**src/rtl/bulk_in_arbiter.sv**
```systemverilog
// bulk_in_arbiter: round-robin arbiter that hands one of NUM_CH byte-stream
// sources to a USB bulk IN endpoint, one max-packet-size packet at a time.
// Optional per-channel packet statistics are compiled in with the macro
// BULK_IN_ARB_STATS_EN (adds output pkt_cnt); without it the port and its
// counters do not exist.
//
// Handshake: on every stream (s_* per channel and blk_xfer_in_data_*) a byte
// moves on a rising clk edge where valid and ready are both 1. A source may
// drop valid at any time (the transfer simply stalls). Ready is driven only
// to the granted channel while in XFER, and never depends on that channel's
// own valid.
module bulk_in_arbiter #(
  parameter int NUM_CH     = 2,
  parameter int HIGH_SPEED = 1
) (
  input  logic                  clk,
  input  logic                  rst,
  input  logic [8*NUM_CH-1:0]   s_tdata,
  input  logic [NUM_CH-1:0]     s_tvalid,
  input  logic [NUM_CH-1:0]     s_tlast,
  output logic [NUM_CH-1:0]     s_tready,
  input  logic                  blk_in_xfer,
  output logic                  blk_xfer_in_has_data,
  output logic [7:0]            blk_xfer_in_data,
  output logic                  blk_xfer_in_data_valid,
  output logic                  blk_xfer_in_data_last,
  input  logic                  blk_xfer_in_data_ready,
  output logic [NUM_CH-1:0]     grant,
  output logic                  busy,
`ifdef BULK_IN_ARB_STATS_EN
  output logic [16*NUM_CH-1:0]  pkt_cnt,
`endif
  output logic [1:0]            dbg_state
);

  localparam int IW = $clog2(NUM_CH);
  localparam logic [9:0] MPS_M1 = (HIGH_SPEED != 0) ? 10'd511 : 10'd63;
  localparam logic [IW-1:0] LAST_CH = IW'(NUM_CH - 1);
  localparam logic [IW-1:0] IDX_ONE = IW'(1);
  localparam logic [NUM_CH-1:0] CH0_HOT = {{(NUM_CH-1){1'b0}}, 1'b1};

  typedef enum logic [1:0] {
    IDLE     = 2'd0,
    READY    = 2'd1,
    XFER     = 2'd2,
    WAIT_END = 2'd3
  } state_t;

  state_t        state;
  logic [IW-1:0] rr_ptr;
  logic [IW-1:0] gidx;
  logic [9:0]    byte_cnt;
  logic          pkt_trunc;

  logic          arb_found;
  logic [IW-1:0] arb_idx;
  logic [IW-1:0] cand;
  logic          beat;
  logic          pkt_end;

  // Round-robin search: first requesting channel at or after rr_ptr.
  always_comb begin
    arb_found = 1'b0;
    arb_idx   = '0;
    cand      = '0;
    for (int k = 0; k < NUM_CH; k++) begin
      cand = IW'((int'(rr_ptr) + k) % NUM_CH);
      if (!arb_found && s_tvalid[cand]) begin
        arb_found = 1'b1;
        arb_idx   = cand;
      end
    end
  end

  // Endpoint stream is a straight copy of the granted source while in XFER.
  always_comb begin
    blk_xfer_in_data       = '0;
    blk_xfer_in_data_valid = 1'b0;
    blk_xfer_in_data_last  = 1'b0;
    s_tready               = '0;
    if (state == XFER) begin
      blk_xfer_in_data       = s_tdata[{gidx, 3'b000} +: 8];
      blk_xfer_in_data_valid = s_tvalid[gidx];
      blk_xfer_in_data_last  = s_tlast[gidx] | (byte_cnt == MPS_M1);
      s_tready[gidx]         = blk_xfer_in_data_ready;
    end
  end

  assign beat                 = blk_xfer_in_data_valid & blk_xfer_in_data_ready;
  assign pkt_end              = beat & blk_xfer_in_data_last;
  assign blk_xfer_in_has_data = (state == READY) || (state == XFER);
  assign busy                 = (state != IDLE);
  assign dbg_state            = state;

  // Packet FSM: grant, wait for the IN token, stream, wait for the handshake.
  always_ff @(posedge clk or posedge rst) begin
    if (rst) begin
      state     <= IDLE;
      rr_ptr    <= '0;
      gidx      <= '0;
      grant     <= '0;
      byte_cnt  <= '0;
      pkt_trunc <= 1'b0;
    end else begin
      case (state)
        IDLE: begin
          if (arb_found) begin
            gidx  <= arb_idx;
            grant <= CH0_HOT << arb_idx;
            state <= READY;
          end
        end
        READY: begin
          if (blk_in_xfer) begin
            byte_cnt <= '0;
            state    <= XFER;
          end
        end
        XFER: begin
          if (beat) begin
            byte_cnt <= byte_cnt + 10'd1;
          end
          if (pkt_end) begin
            // A packet cut at MPS keeps the channel's turn so the frame completes.
            pkt_trunc <= ~s_tlast[gidx];
            state     <= WAIT_END;
          end else if (!blk_in_xfer) begin
            // Aborted transaction: drop the grant, keep rr_ptr, no replay.
            byte_cnt <= '0;
            grant    <= '0;
            state    <= IDLE;
          end
        end
        WAIT_END: begin
          if (!blk_in_xfer) begin
            if (!pkt_trunc) begin
              rr_ptr <= (gidx == LAST_CH) ? '0 : gidx + IDX_ONE;
            end
            grant <= '0;
            state <= IDLE;
          end
        end
        default: state <= IDLE;
      endcase
    end
  end

`ifdef BULK_IN_ARB_STATS_EN
  // Per-channel count of packets closed by a data_last beat, wrapping.
  always_ff @(posedge clk or posedge rst) begin
    if (rst) begin
      pkt_cnt <= '0;
    end else begin
      for (int c = 0; c < NUM_CH; c++) begin
        if (pkt_end && (gidx == IW'(c))) begin
          pkt_cnt[16*c +: 16] <= pkt_cnt[16*c +: 16] + 16'd1;
        end
      end
    end
  end
`endif

endmodule

```
**config.mk**
```make
export PLATFORM = sky130hd
export DESIGN_NAME = bulk_in_arbiter
export DESIGN_NICKNAME = d
export VERILOG_FILES = /design/src/rtl/bulk_in_arbiter.sv
export SDC_FILE = /design/constraint.sdc
export NUM_CORES = 1
export LEC_CHECK = 0
export ABC_CLOCK_PERIOD_IN_PS = 2800
export BUFFER_PORTS_ARGS = -buffer_cell sky130_fd_sc_hd__buf_2
export CORE_MARGIN = 2
export CORE_UTILIZATION = 35
export CTS_BUF_LIST = sky130_fd_sc_hd__clkbuf_8
export CTS_CLUSTER_DIAMETER = 40
export DETAILED_ROUTE_END_ITERATION = 16
export HOLD_SLACK_MARGIN = 0.02
export REMOVE_ABC_BUFFERS = 1
export SLEW_MARGIN = 5
export SYNTH_ARGS = -nofsm -noshare
export SYNTH_HDL_FRONTEND = slang
export SYNTH_SLANG_ARGS = --single-unit
```
**constraint.sdc**
```tcl
create_clock -name clk -period 2.8 [get_ports clk]
set_input_delay 0.28 -clock clk [delete_from_list [all_inputs] [get_ports clk]]
set_output_delay 0.28 -clock clk [all_outputs]
set_load 0.02 [all_outputs]
```
==> results.sh <==
export IMPL_outcome="completed"
export IMPL_ys_ff_latch=17
export IMPL_setup_tns_final_ps=0
export IMPL_root_buffer="clkbuf_8"
export IMPL_floorplan_initialDensity_pct=36.71
export IMPL_via_per_inst=5.310
export IMPL_overflow=0
export IMPL_cts_buffer_depth=2
export IMPL_timing_max_cap_violations=0
export IMPL_wire_per_inst_um=13.76
export IMPL_ioPinCount=42
export IMPL_clkTransAtPathRegs_ps=70
export IMPL_worst_pin_slew_ps=673.5
export IMPL_grt_max_degree=18
export IMPL_relSlewSlack_pct=55.05
export IMPL_nFillCells=351
export IMPL_synth_edf_count=0
export IMPL_worstSetupPathType="register to register"
export IMPL_crit_arrival_ps=2300
export IMPL_synth_ff_type="dfrtp_1"
export IMPL_crit_required_ps=2930
export IMPL_cts_hold_repair_buffers=0
export IMPL_hold_viol=0
export IMPL_layout_nets=213
export IMPL_drv_slew=0
export IMPL_ant_nets=0
export IMPL_drc_errors=0
export IMPL_critical_path_slowest_cell="a21oi_1"
export IMPL_globalplace_congestion=0.8811
export IMPL_antenna_found_initial=0
export IMPL_vdd_drop_max_mv=0.6166
export IMPL_synth_commonest_cells="17 x dfrtp_1, 17 x nor2_1, 16 x nand2_1"
export IMPL_p_leak_nw=0.7313
export IMPL_htreeDepth=1
export IMPL_finalCriticalPeriod_ps=2167
export IMPL_antennaDiodeCount=0
export IMPL_met1_usage_pct=20.50
export IMPL_clock_sinks=17
export IMPL_setup_viol=0
export IMPL_syn2layout_area_growth_pct=24.51
export IMPL_netlist_area_um2=1225
export IMPL_synth_top_area_share_pct=34.73
export IMPL_synth_area_leaders="dfrtp_1 35%, mux2i_1 9.8%, nor2_1 5.2%, ha_1 5.1%, nand2_1 4.9%"
export IMPL_hpwl_um=2481
export IMPL_cts_buffers=3
export IMPL_rrSetupSlack_ps=630
export IMPL_grt_pass1_wl_um=5561
export IMPL_hp_class="input port to async pin"
export IMPL_fmax_ghz=0.4615
export IMPL_die_h_um=63.16
export IMPL_fp_dieW_um=63.16
export IMPL_drt_total_wl_um=3152
export IMPL_drt_iter0_drc=32
export IMPL_p_per_area_nw_per_um2=819.8
export IMPL_synth_distinct_cells=38
export IMPL_synthCells=141
export IMPL_startpoint_type="register"
export IMPL_skew_ps=6.715
export IMPL_timing_final_crit_share_pct=77.39
export IMPL_multi_input_area_um2=743.2
export IMPL_grt_usage_pct=17.10
export IMPL_ys_seq_area_share_pct=34.73
export IMPL_rows=21
export IMPL_top_usage_layer="met2"
export IMPL_register_area_um2=425.4
export IMPL_endpoint_kind="register"
export IMPL_async_reset_ff_share_pct=100.0
export IMPL_grt_util_met2_pct=30.85
export IMPL_hold_slack_ps=113.3
export IMPL_dr_pass1_iters=4
export IMPL_post_cts_setup_buffers=0
export IMPL_cts_tree="done"
export IMPL_cp_max_fo=7
export IMPL_grt_pass1_vias=1231
export IMPL_vias=1216
export IMPL_syn_area_per_cell_um2=8.687
export IMPL_cts_resized=0
export IMPL_yosys_area_top_type="dfrtp_1"
export IMPL_dieArea_um2=3989
export IMPL_met3_usage_pct=2.679
export IMPL_port_buffer_count=41
export IMPL_crit_chain="inv_1 -> ha_1 -> nand2_1 -> nor2_1 -> a21oi_1 -> and4b_1 -> a211o_1"
export IMPL_critPathMaxStageDelay_ps=540
export IMPL_rsz0062_at_grt="no"
export IMPL_clock_latency_ps=250
export IMPL_core_area_um2=3337
export IMPL_synth_warnings=0
export IMPL_drive_gt1_share_pct=29.51
[layout by cell type, fill, tap and decap left out]
cell       instances
a2111o_1           1
a2111oi_4          1
a211o_1            1
a21boi_0           1
a21oi_1            4
a22o_1             1
a31oi_1            2
a32oi_1            1
and2_2             2
and3_1             1
and4b_1            1
buf_2             41
buf_4              2
clkbuf_8           3
dfrtp_1           17
ha_1               5
inv_1             10
mux2_2             2
mux2i_1           12
nand2_1           16
nand3_1            5
nand3b_1           1
nand4_1            8
nor2_1            17
nor2b_1            1
nor3_1             3
nor3b_1            2
nor4_1             1
o211ai_1           2
o21a_1             1
o21ai_0            7
o22ai_1            1
o2bb2ai_1          1
o31ai_1            4
o41ai_2            1
or2_4              1
or3_1              1
or3_4              1
or4_1              1
[layer usage]
layer | up-vias | routed length (um)
met5 | - | 0
li1 | 601 | -
met2 | 36 | 1589
met1 | 572 | 1399
met4 | 0 | 57
met3 | 7 | 105
[worst max-delay path, delay by kind of cell (launching register included)]
| family | cells | cell delay [ps] |
|---|---|---|
| DFF | 1 | 440 |
| and+or+nand+nor | 3 | 520 |
| buffers and inverters | 1 | 110 |
| adders and majority gates | 1 | 220 |
| AOI/OAI and AO/OA | 2 | 760 |
[state kept, by name, summed over array words and instances (netlist names)]
register / count
dbg_state: 2
pkt_trunc: 1
rr_ptr: 1
grant: 2
gidx: 1
byte_cnt: 10
[power by group]
group	total, mW	internal (mW)	leakage [nW]	switching [mW]
clock	0.182	0.0973	0.0269	0.0850
combinational	0.721	0.277	0.479	0.445
sequential	0.347	0.299	0.225	0.0473
[worst paths after layout]
| kind | start | endpoint | depth (start not counted) |
|---|---|---|---|
| worst max-delay path | dbg_state[0] | byte_cnt[6] | 7 |
| worst min-delay path | rst | dbg_state[1] | 2 |
| worst max register to register | dbg_state[0] | byte_cnt[6] | 7 |
| worst min register to register | rr_ptr | rr_ptr | 2 |
| max in group asynchronous | rst | byte_cnt[0] | 2 |
| min in group clk | s_tvalid[0] | gidx | 3 |
[final cells by class]
type	instances	area share [%]
clock buffers	3	2.707
repair buffers	43	14.44
inverters	9	2.215
flip-flops and latches	17	27.89
multi-input cells	110	48.73
clock inverters	1	0.2461
well taps	46	3.774
[cells by family after synthesis]
logic type	share of synthesized area, %
adders and majority gates	5.107
muxes	11.64
and+or+nand+nor	25.64
AOI/OAI and AO/OA	18.29
DFF	34.73
buffers and inverters	4.596
[stage by stage]
stage          cells  total power, mW  util, %  instance area, um^2  setup slack (ps)
2_1_floorplan    136           0.8614        -                 1202             523.5
3_3_place_gp     225            1.061    44.36                 1480             713.5
3_5_place_dp     225            1.077    44.36                 1480             685.5
4_1_cts          229            1.262    45.71                 1525             652.5
5_1_grt          229            1.348    45.71                 1525             469.1
6_report         229            1.250    45.71                 1525             633.0
Note: power is estimated with default switching activity, not from simulation.
